### src/rtl/serial_adder_datapath_if.sv
// ---------------------------------------------------------------------------
// serial_adder_datapath_if
//
// Purpose: bundles the control strobes, operands and results exchanged
//          between the serial-adder controller side and the bit-serial
//          datapath. Clock and reset are kept off the interface and stay
//          plain module ports.
//
// Signals:
//   LOAD     controller -> datapath  parallel-load strobe
//   EN       controller -> datapath  shift enable
//   A_IN     controller -> datapath  operand A (WIDTH bits)
//   B_IN     controller -> datapath  operand B (WIDTH bits)
//   CIN      controller -> datapath  carry-in, captured on load
//   SUM_BIT  datapath -> controller  current serial sum bit (combinational)
//   SUM      datapath -> controller  registered parallel result
//   COUT     datapath -> controller  registered final carry
//   DONE     datapath -> controller  result valid
//   BUSY     datapath -> controller  operands armed / shifting
//
// Modports:
//   master   drives LOAD/EN/operands, observes results (controller, bench)
//   slave    the datapath itself
// ---------------------------------------------------------------------------
interface serial_adder_datapath_if #(
  parameter int WIDTH = 8
);

  logic             LOAD;
  logic             EN;
  logic [WIDTH-1:0] A_IN;
  logic [WIDTH-1:0] B_IN;
  logic             CIN;
  logic             SUM_BIT;
  logic [WIDTH-1:0] SUM;
  logic             COUT;
  logic             DONE;
  logic             BUSY;

  modport master (
    output LOAD,
    output EN,
    output A_IN,
    output B_IN,
    output CIN,
    input  SUM_BIT,
    input  SUM,
    input  COUT,
    input  DONE,
    input  BUSY
  );

  modport slave (
    input  LOAD,
    input  EN,
    input  A_IN,
    input  B_IN,
    input  CIN,
    output SUM_BIT,
    output SUM,
    output COUT,
    output DONE,
    output BUSY
  );

endinterface

### src/rtl/serial_adder_datapath.sv
// ---------------------------------------------------------------------------
// serial_adder_datapath
//
// Purpose: bit-serial adder datapath. Two WIDTH-bit operands and a carry-in
//          are parallel-loaded, then added LSB-first, one bit per enabled
//          cycle, through a single full adder and a carry flop. After WIDTH
//          enabled cycles the parallel sum and carry-out are presented and
//          DONE is raised. An internal bit counter makes the block immune to
//          extra enable cycles and enable pauses from the controller.
//
// Parameters:
//   WIDTH    operand / sum width in bits (>= 2)
//
// Ports:
//   CLK      in   rising-edge clock
//   RST      in   asynchronous, active-low reset
//   bus      slave modport of serial_adder_datapath_if:
//              LOAD, EN, A_IN, B_IN, CIN          (inputs)
//              SUM_BIT, SUM, COUT, DONE, BUSY     (outputs)
// ---------------------------------------------------------------------------
module serial_adder_datapath #(
  parameter int WIDTH = 8
) (
  input  logic                    CLK,
  input  logic                    RST,
  serial_adder_datapath_if.slave  bus
);

  // Counter must be able to hold the value WIDTH-1 with headroom up to WIDTH.
  localparam int CNT_W = $clog2(WIDTH + 1);

  typedef enum logic [1:0] {
    IDLE  = 2'd0,
    SHIFT = 2'd1,
    CPLT  = 2'd2
  } state_t;

  state_t           state;
  logic [WIDTH-1:0] a_sr;
  logic [WIDTH-1:0] b_sr;
  logic [WIDTH-1:0] s_sr;
  logic             c;
  logic [CNT_W-1:0] cnt;

  logic [WIDTH-1:0] sum_q;
  logic             cout_q;
  logic             done_q;

  logic             sum_bit;
  logic             carry_next;
  logic [WIDTH-1:0] s_next;
  logic             last_bit;

  // Single full adder on the LSBs of the operand shift registers.
  assign sum_bit    = a_sr[0] ^ b_sr[0] ^ c;
  assign carry_next = (a_sr[0] & b_sr[0]) | (a_sr[0] & c) | (b_sr[0] & c);

  // Sum bits enter at the MSB so that after WIDTH shifts the LSB produced
  // first has travelled down to bit 0.
  assign s_next     = {sum_bit, s_sr[WIDTH-1:1]};

  // The shift that happens while cnt==WIDTH-1 is the final one.
  assign last_bit   = (cnt == CNT_W'(WIDTH - 1));

  // State, shift registers, counter and registered results all live in one
  // block. LOAD wins over everything, so a reload during a shift restarts
  // cleanly without performing a shift on the same edge. SUM/COUT are only
  // written at completion, so a previous result stays visible until the next
  // addition finishes.
  always_ff @(posedge CLK or negedge RST) begin
    if (!RST) begin
      state  <= IDLE;
      a_sr   <= '0;
      b_sr   <= '0;
      s_sr   <= '0;
      c      <= 1'b0;
      cnt    <= '0;
      sum_q  <= '0;
      cout_q <= 1'b0;
      done_q <= 1'b0;
    end else if (bus.LOAD) begin
      state  <= SHIFT;
      a_sr   <= bus.A_IN;
      b_sr   <= bus.B_IN;
      s_sr   <= '0;
      c      <= bus.CIN;
      cnt    <= '0;
      done_q <= 1'b0;
    end else begin
      case (state)
        SHIFT: begin
          if (bus.EN) begin
            a_sr <= {1'b0, a_sr[WIDTH-1:1]};
            b_sr <= {1'b0, b_sr[WIDTH-1:1]};
            s_sr <= s_next;
            c    <= carry_next;
            cnt  <= cnt + CNT_W'(1);
            if (last_bit) begin
              sum_q  <= s_next;
              cout_q <= carry_next;
              done_q <= 1'b1;
              state  <= CPLT;
            end
          end
        end
        CPLT: begin
          // Result holds; trailing enables from the controller are absorbed.
          state <= CPLT;
        end
        default: begin
          // IDLE: nothing armed, enables are ignored.
          state <= IDLE;
        end
      endcase
    end
  end

  assign bus.SUM_BIT = sum_bit;
  assign bus.SUM     = sum_q;
  assign bus.COUT    = cout_q;
  assign bus.DONE    = done_q;
  assign bus.BUSY    = (state == SHIFT);

endmodule

### src/flat_wrapper.sv
// flat-port wrapper written by rule: the top's interface ports become plain ports
module serial_adder_datapath_flat 
#(
  parameter int WIDTH = 8
)
  (CLK, RST, bus_LOAD, bus_EN, bus_A_IN, bus_B_IN, bus_CIN, bus_SUM_BIT, bus_SUM, bus_COUT, bus_DONE, bus_BUSY);
  serial_adder_datapath_if #(.WIDTH(WIDTH)) bus_i ();
  input  logic CLK;
  input  logic RST;
  input wire logic [$bits(bus_i.LOAD)-1:0] bus_LOAD;
  input wire logic [$bits(bus_i.EN)-1:0] bus_EN;
  input wire logic [$bits(bus_i.A_IN)-1:0] bus_A_IN;
  input wire logic [$bits(bus_i.B_IN)-1:0] bus_B_IN;
  input wire logic [$bits(bus_i.CIN)-1:0] bus_CIN;
  output wire logic [$bits(bus_i.SUM_BIT)-1:0] bus_SUM_BIT;
  output wire logic [$bits(bus_i.SUM)-1:0] bus_SUM;
  output wire logic [$bits(bus_i.COUT)-1:0] bus_COUT;
  output wire logic [$bits(bus_i.DONE)-1:0] bus_DONE;
  output wire logic [$bits(bus_i.BUSY)-1:0] bus_BUSY;
  assign bus_i.LOAD = bus_LOAD;
  assign bus_i.EN = bus_EN;
  assign bus_i.A_IN = bus_A_IN;
  assign bus_i.B_IN = bus_B_IN;
  assign bus_i.CIN = bus_CIN;
  assign bus_SUM_BIT = bus_i.SUM_BIT;
  assign bus_SUM = bus_i.SUM;
  assign bus_COUT = bus_i.COUT;
  assign bus_DONE = bus_i.DONE;
  assign bus_BUSY = bus_i.BUSY;
  serial_adder_datapath #(.WIDTH(WIDTH)) u_core (.CLK(CLK), .RST(RST), .bus(bus_i));
endmodule
### config.mk
export PLATFORM = sky130hd
export DESIGN_NAME = serial_adder_datapath_flat
export DESIGN_NICKNAME = d
export VERILOG_FILES = /design/src/rtl/serial_adder_datapath_if.sv /design/src/rtl/serial_adder_datapath.sv /design/src/flat_wrapper.sv
export SDC_FILE = /design/constraint.sdc
export NUM_CORES = 1
export LEC_CHECK = 0
export BUFFER_PORTS_ARGS = -buffer_cell sky130_fd_sc_hd__buf_2
export CAP_MARGIN = 15
export CORE_ASPECT_RATIO = 1.25
export CORE_MARGIN = 2
export CORE_UTILIZATION = 54
export CTS_CLUSTER_DIAMETER = 50
export DETAILED_ROUTE_END_ITERATION = 6
export PLACE_DENSITY = 0.84
export SYNTH_ARGS = -nofsm -noshare
export SYNTH_HDL_FRONTEND = slang
export SYNTH_SLANG_ARGS = --single-unit
### constraint.sdc
create_clock -name CLK -period 2.06 [get_ports CLK]
set_input_delay 0.206 -clock CLK [delete_from_list [all_inputs] [get_ports CLK]]
set_output_delay 0.206 -clock CLK [all_outputs]
set_load 0.01 [all_outputs]
==> results.toml, run 1 <==
[detailed_routing]
via_count = 1192
viasPerCell = 5.23
wl_per_cell_um = 13.0
dr.first_iter.drc_count = 36
dr.pass1.iters = 4
wl_um = 2960
drc_errors = 0
ant_nets = 0

[timing]
fmax_mhz = 613
setup_violations = 0
slew_viol_final = 0
setup_ws_ns = 0.430
rsz0062_at_grt = "no"
timing.hold.ws_ns = 0.0316
final.setup.tns_ns = 0
maxSlewHeadroom = 0.420
fin_crit_sh = 0.791
final_hold_viol_count = 0
worst_pin_slew_ns = 0.870
fin_crit_ns = 1.63
fin_worst_skew_ns = 0.00540

[worst_setup_path]
cp.arrival_ns = 1.78
required_ns = 2.21
worst_r2r_path_depth = 5
setup.worst_path.start_class = "flip-flop"
critical_path_class = "flip-flop to flip-flop"
crit_fanout = 16
r2r_end = "u_core.a_sr[2]"
r2r_start = "u_core.state[0]"
endpoint_kind = "flip-flop"
r2r_slack_ns = 0.43

[yosys]
synthMuxAreaShare = 0.161
ys_types = 25
synthXorXnorAreaFrac = 0.00987
synth_top_family_by_area = "multiplexers"
syn_nets = 182
synthTopCellsByArea = "dfrtp_1 56%, mux2i_1 8.5%, mux2_4 7.6%"
yosys_register_bits = 40
synth_top_area_frac = 0.564
ys.flop_type = "dfrtp_1"
synth_commonest_cells = "40 x dfrtp_1, 36 x nand2_1, 18 x o21ai_0"
synthArstFlopShare = 1.00
synth_top_area_cell = "dfrtp_1"
seq_area_frac_synth = 0.564
synth_edf_count = 0
synth_most_common_cell = "dfrtp_1"
netlist_instances = 158
avgSynthCellArea_um2 = 11.2
ys_warn_count = 0
yosys.area_share.simple = 0.121
yosys.area_share.adder = 0.0254
synth_compound_area_frac = 0.0874
synth_area_um2 = 1780

[cts]
cts_setup_buffers = 0
htree_levels = 2
path_clk_slew_ns = 0.07
clk_path_buf_depth = 2
clkSinkCount = 40
cts_tree = "built"
cts_buffers = 5
cts_resized = 0
cts_root_buf = "clkbuf_8"
ctsHoldBuffers = 0
clock_latency_ns = 0.29

[cells_and_area]
multi_input_area_um2 = 718
diodes = 0
layout.nets = 215
fill_cells = 269
area_growth_pct = 15.2
seq_area_um2 = 1000
drive_above_1_share = 0.288

[die]
ios = 33
die_h_um = 68.1
coreArea_um2 = 3170
fp.dieW_um = 55.3
dieArea_um2 = 3770
rows = 23
initial_utilization = 0.561

[pwr]
peakVddDrop_uv = 702
combPwrFrac = 0.151
swShare = 0.258
power_frac_clock = 0.300
p_leak_nw = 1.10
power.density_nw_per_um2 = 775
p_int_mw = 1.18
p_seq_frac = 0.549
p_switching_uw = 409
finalPower_mw = 1.59

[place]
pre_cts_ws_ns = 0.456
place_congestion = 0.694
port_buffers = 32
dpl.hpwl_um = 2130

[flow_run]
drv_cap = 0

[grt]
grt_pass1_vias = 1221
gr-usage-all-layers = 0.183
grt.overflow.total = 0
grt_pass1_wl_um = 5200
grt_max_degree = 41
antenna_found_initial = 0

[min_path]
hold_path_class = "primary input to asynchronous set/reset pin"

[outcome]
outcome = "finished, final reports clean"
## stage by stage
step | area (um^2) | utilization | std cells
detailed placement | 1970 | 0.622 | 221
CTS | 2050 | 0.646 | 228
floorplan | 1780 | - | 158
finish | 2050 | 0.646 | 228
global route | 2050 | 0.646 | 228
global placement | 1970 | 0.622 | 221
## logic make-up after synthesis
logic type	after synthesis
compound gates	30
xor+xnor	2
fa+ha+maj	3
buf+inv	11
flops	40
mux	24
simple gates	48
## cell type report
class                   instances  area share
flip-flops and latches         40       0.489
multi-input cells             107       0.351
repair buffers                 35      0.0954
clock buffers                   6      0.0355
well taps                      37      0.0226
inverters                       2     0.00367
clock inverters                 1     0.00245
## cells in the final DEF (no fill, tap or decap), drive strengths merged
cell,synthesis,final
dfrtp,40,40
nand2,37,37
buf,5,35
o21ai,18,18
mux2i,15,15
a21oi,10,10
mux2,9,9
clkbuf,4,6
nand3,3,3
nor2,3,3
inv,2,2
ha,2,2
and2,1,1
nand4b,1,1
nor3b,1,1
nor2b,1,1
or3,1,1
a21o,1,1
a31oi,1,1
xor2,1,1
xnor2,1,1
fa,1,1
clkinv,0,1
## how the worst max path moves through the flow
stage                               start           endpoint  cells past startpoint
after floorplan             u_core.cnt[0]    u_core.bus.COUT                      5
after global placement      u_core.cnt[0]  u_core.bus.SUM[7]                      5
after detailed placement  u_core.state[0]     u_core.a_sr[4]                      5
after CTS                 u_core.state[0]     u_core.a_sr[2]                      5
after global routing      u_core.state[1]     u_core.a_sr[2]                      6
final                     u_core.state[0]     u_core.a_sr[2]                      5
## routing by layer
| layer | wire length [um] | track usage | vias to the layer above |
|---|---|---|---|
| met5 | 0 | 0 | - |
| met3 | 122 | 0.0435 | 7 |
| met1 | 1280 | 0.202 | 553 |
| met2 | 1500 | 0.317 | 30 |
| met4 | 65 | 0.128 | 0 |
| li1 | - | - | 602 |
## registers in the layout (all words and copies together), names as in the netlist
| register | cells |
|---|---|
| u_core.bus.DONE | 1 |
| u_core.c | 1 |
| u_core.bus.COUT | 1 |
| u_core.state | 2 |
| u_core.cnt | 4 |
| u_core.bus.SUM | 8 |
| u_core.a_sr | 8 |
| u_core.s_sr | 7 |
| u_core.b_sr | 8 |
## power by group through the flow
stage          registers, mW  clock network, mW  logic, mW
6_report               0.870              0.475      0.240
5_1_grt                0.877              0.521      0.275
4_1_cts                0.871              0.495      0.244
3_5_place_dp           0.886                  0      0.242
3_3_place_gp           0.882                  0      0.231
2_1_floorplan          0.877                  0      0.165
## worst max-delay path, stage by stage, from the launching register on
cell,delay (ns)
dfrtp_1,0.39
ha_1,0.27
nand2_2,0.32
buf_12,0.20
mux2i_1,0.21
o21ai_0,0.11
No activity file was read; power rests on OpenSTA's default activity.
==> run 2, diff against run 1 <==
- ABC_AREA: default -> 1
- CORE_UTILIZATION: 54 -> 48
- PLACE_DENSITY: 0.84 -> 0.8
- clock period: 2.06 -> 1.3 ns (I/O delays scaled with it)
==> results.toml, run 2 <==
[outcome]
outcome = "finished, violations left"
violations = "setup timing"

[cts]
clock_latency_ns = 0.30
cts_tree = "built"
clkSinkCount = 40
cts_buffers = 5
cts_root_buf = "clkbuf_8"
path_clk_slew_ns = 0.08
htree_levels = 2
clk_path_buf_depth = 2

[grt]
grt.met3_usage = 0.0603
gr-max-usage-layer = "met2"
grt_util_met2 = 0.312
antenna_found_initial = 0
met1_usage = 0.231
gr-usage-all-layers = 0.191
grt_pass1_wl_um = 5860
grt.overflow.total = 0
grt_pass1_vias = 1345
grt_max_degree = 41

[yosys]
netlist_instances = 198
avgSynthCellArea_um2 = 8.70
synthArstFlopShare = 1.00
ys.flop_type = "dfrtp_1"
ys_types = 22
synth_edf_count = 0
syn_nets = 222
yosys_register_bits = 40
synth_top_area_cell = "dfrtp_1"
synth_area_um2 = 1720
synth_most_common_cell = "nand2_1"
synth_commonest_cells = "95 x nand2_1, 40 x dfrtp_1, 20 x nand3_1"
synthTopCellsByArea = "dfrtp_1 58%, nand2_1 21%, nand3_1 5.8%"
ys_warn_count = 0
synth_top_area_frac = 0.581
seq_area_frac_synth = 0.581

[timing]
slew_viol_final = 0
setup_ws_ns = -0.234
rsz0062_at_grt = "yes"
fin_crit_sh = 1.18
final_hold_viol_count = 0
worst_pin_slew_ns = 0.495
setup_violations = 24
fin_crit_ns = 1.53
fin_worst_skew_ns = 0.00397
fmax_mhz = 652
maxSlewHeadroom = 0.670

[die]
coreArea_um2 = 3450
fp.dieW_um = 57.6
ios = 33
rows = 24
initial_utilization = 0.499
die_h_um = 71.0
dieArea_um2 = 4080

[worst_setup_path]
setup.worst_path.start_class = "flip-flop"
required_ns = 1.17
worstSetupStartpoint = "u_core.c"
r2r_start = "u_core.state[1]"
endpoint_kind = "primary output"
cp.arrival_ns = 1.40
critical_path_class = "flip-flop to primary output"
crit_fanout = 2

[pwr]
power.density_nw_per_um2 = 1140
p_leak_nw = 1.38
finalPower_mw = 2.79
peakVddDrop_uv = 1260

[detailed_routing]
wl_per_cell_um = 14.1
wl_um = 4080
viasPerCell = 5.12
via_count = 1485
dr.pass1.iters = 4
ant_nets = 0
dr.first_iter.drc_count = 62
drc_errors = 0

[cells_and_area]
fill_cells = 233
layout.nets = 274
final_common_cell = "nand2_1"
drive_above_1_share = 0.430
final_cell_mix = "70 x nand2_1, 40 x dfrtp_1, 32 x buf_2, 17 x nand2_4, 15 x nand3_2"
multi_input_area_um2 = 908
fin_area_um2 = 2450
area_growth_pct = 42.6
seq_area_um2 = 1000
diodes = 0

[min_path]
hp-start = "bus_A_IN[7]"
hold_path_class = "primary input to flip-flop"

[flow_run]
drv_cap = 0

[place]
dpl.hpwl_um = 2190
place_congestion = 0.766
placed_area_um2 = 1970
pre_cts_ws_ns = -0.0115
port_buffers = 32
==> run 2: area by class of cell <==
class | instances | area share
Sequential cell | 40 | 0.408
Inverter | 14 | 0.0250
Multi-Input combinational cell | 142 | 0.370
Clock buffer | 6 | 0.0336
Timing Repair Buffer | 47 | 0.140
Clock inverter | 2 | 0.00408
Tap cell | 39 | 0.0199
==> run 2: worst max-delay path: stages (launching register included) <==
cell and delay, ns:
dfrtp_1 0.40, fa_1 0.56, buf_2 0.14
==> run 2: power by group <==
part	total, mW	internal, mW	switching (mW)
logic	0.513	0.231	0.282
registers	1.42	1.33	0.0858
clock network	0.860	0.423	0.437
==> run 2: metrics by stage <==
| stage | instances | utilization | hold slack [ns] | TNS [ns] |
|---|---|---|---|---|
| finish | 290 | 0.711 | 0.0224 | -1.09 |
| floorplan | 198 | - | -0.166 | 0 |
| global placement | 270 | 0.571 | 0.211 | 0 |
| global route | 290 | 0.711 | 0.0351 | -2.96 |
| detailed placement | 270 | 0.571 | 0.218 | -0.0275 |
| CTS | 282 | 0.613 | 0.0182 | -0.246 |
==> run 2: what timing repair did <==
item,4_1_cts,5_1_grt
hold endpoints to repair,40,0
pin swaps,4,23
hold buffers,1,0
buffers inserted,1,5
endpoints found under the setup margin,10,28
gates resized for setup,5,61
gates cloned,2,3
==> run 2: final timing paths <==
kind / endpoint / slack (ns) / cells after the start
max in group asynchronous: u_core.cnt[3] / 0.54 / 3
min in group asynchronous: u_core.bus.SUM[4] / 0.42 / 3
hold reg to reg: u_core.bus.SUM[7] / 0.47 / 2
setup / recovery: bus_SUM_BIT / -0.23 / 2
hold / removal: u_core.a_sr[7] / 0.02 / 3
setup reg to reg: u_core.bus.COUT / -0.08 / 8
==> run 2: per-layer routing <==
layer / wire length [um] / up-vias
li1: - / 730
met1: 1660 / 701
met2: 2150 / 47
met3: 174 / 7
met4: 102 / 0
met5: 0 / -
==> run 2: logic make-up after synthesis <==
family                   share of synthesized area
AND/OR/NAND/NOR                              0.315
buffers and inverters                       0.0480
adder cells (fa/ha/maj)                     0.0262
flip-flops                                   0.581
AO/OA/AOI/OAI                               0.0298
==> run 3, diff against run 2 <==
- CELL_PAD_IN_SITES_DETAIL_PLACEMENT: default -> 0
- CELL_PAD_IN_SITES_GLOBAL_PLACEMENT: default -> 1
- CORE_UTILIZATION: 48 -> 40
- PLACE_DENSITY: 0.8 -> 0.83
- clock period: 1.3 -> 1.63 ns (I/O delays scaled with it)
==> results.toml, run 3 (synthesized netlist as in run 2, its figures left out) <==
[outcome]
outcome = "finished, final reports clean"

[cells_and_area]
final_common_cell = "nand2_1"
fin_area_um2 = 2060
fill_cells = 420
diodes = 0
layout.nets = 262
area_growth_pct = 19.7
drive_above_1_share = 0.214
final_cell_mix = "95 x nand2_1, 40 x dfrtp_1, 32 x buf_2, 20 x nand3_1, 11 x inv_1"

[grt]
grt_pass1_vias = 1300
grt.overflow.total = 0
antenna_found_initial = 0
grt_max_degree = 41
gr-usage-all-layers = 0.144
grt_pass1_wl_um = 5510

[worst_setup_path]
crit_family = "adder cells"
cp.buffers_inverters = 1
required_ns = 1.47
critPathMaxStageDelay_ns = 0.58
crit_fanout = 3
crit_slowest_cell = "fa_1"
critical_path_class = "flip-flop to primary output"
cp.arrival_ns = 1.42
r2r_slack_ns = 0.27
endpoint_kind = "primary output"
setup.worst_path.start_class = "flip-flop"
crit_path_cell_trace = "fa_1 -> buf_2"

[place]
placed_area_um2 = 1950
port_buffers = 32
dpl.hpwl_um = 2140
place_congestion = 0.812

[detailed_routing]
viasPerCell = 4.55
wl_per_cell_um = 10.4
drc_errors = 0
wl_um = 3060
dr.pass1.iters = 4
ant_nets = 0
dr.first_iter.drc_count = 53
via_count = 1337

[cts]
cts_tree = "built"
path_clk_slew_ns = 0.07
htree_levels = 2
cts_buffers = 5
clk_path_buf_depth = 2
cts_root_buf = "clkbuf_8"
clkSinkCount = 40
clock_latency_ns = 0.28

[pwr]
peakVddDrop_uv = 554
power.density_nw_per_um2 = 996
p_leak_nw = 1.09

[timing]
worst_pin_slew_ns = 0.498
slew_viol_final = 0
rsz0062_at_grt = "no"
fin_worst_skew_ns = 0.00306
final.setup.tns_ns = 0
maxSlewHeadroom = 0.668
fin_crit_ns = 1.58
fmax_mhz = 634
fin_crit_sh = 0.968
setup_violations = 0
final_hold_viol_count = 0

[min_path]
hold_path_class = "primary input to flip-flop"

[die]
die_h_um = 77.4
initial_utilization = 0.420
ios = 33
rows = 26
fp.dieW_um = 62.7
coreArea_um2 = 4100
dieArea_um2 = 4850

[flow_run]
drv_cap = 0
run 3: cell count changes in the layout (fill, tap and decap cells not counted), moves of 4 or more:
| cell | change |
|---|---|
| buf_4 | -4 |
| nand2_1 | +25 |
| nand2_2 | -9 |
| nand2_4 | -16 |
| nand3_1 | +15 |
| nand3_2 | -14 |
run 3: power breakdown:
part	internal (mW)	switching, mW
clock	0.377	0.313
combinational	0.107	0.156
sequential	1.06	0.0384
total	1.54	0.507
run 3: stage by stage:
stage          setup slack (ns)  instances  utilization  total power, mW  hold slack, ns
5_1_grt                 0.00908        294        0.503             2.17          0.0760
3_3_place_gp              0.317        285        0.475             1.37           0.252
3_5_place_dp              0.273        285        0.475             1.37           0.250
2_1_floorplan             0.276        198            -             1.28          -0.133
4_1_cts                  0.0399        293        0.501             2.07          0.0625
6_report                 0.0518        294        0.503             2.05          0.0723
run 3: layout make-up:
| cell class | count | area [um^2] | area share |
|---|---|---|---|
| clock buffer | 7 | 96.3 | 0.0468 |
| inverter | 14 | 55.1 | 0.0267 |
| multi-input combinational | 140 | 638 | 0.310 |
| sequential | 40 | 1000 | 0.486 |
| tap | 56 | 70.1 | 0.0340 |
| timing repair buffer | 37 | 200 | 0.0971 |
run 3: what timing repair did:
item                                    in CTS  in global routing
setup buffers                                0                  1
endpoints found under the setup margin       0                  1
endpoints found under the hold margin       40                  0
resized for setup                            0                  0
hold buffers                                 1                  0
run 3: tightest hold or removal path, stage by stage:
cell and delay [ns]:
buf_2 0.07, nand2_1 0.04, nand2_1 0.05
run 3: layer usage:
metal,routed length [um],global-route usage,vias to the layer above,part of all wire
met4,44,0.0600,0,0.014
li1,-,-,698,-
met3,135,0.0449,5,0.044
met2,1480,0.239,31,0.48
met1,1400,0.172,603,0.46
met5,0,0,-,0
run 3: path summary, 6_finish.rpt:
path                                         from                end  cells after the start
worst max-delay path               u_core.b_sr[0]        bus_SUM_BIT                      2
max in group asynchronous                     RST           u_core.c                      3
worst min-delay path                  bus_A_IN[7]     u_core.a_sr[7]                      3
min in group asynchronous                     RST  u_core.bus.SUM[4]                      3
worst max register to register    u_core.state[1]    u_core.bus.COUT                      8
worst min register to register  u_core.bus.SUM[5]  u_core.bus.SUM[5]                      2
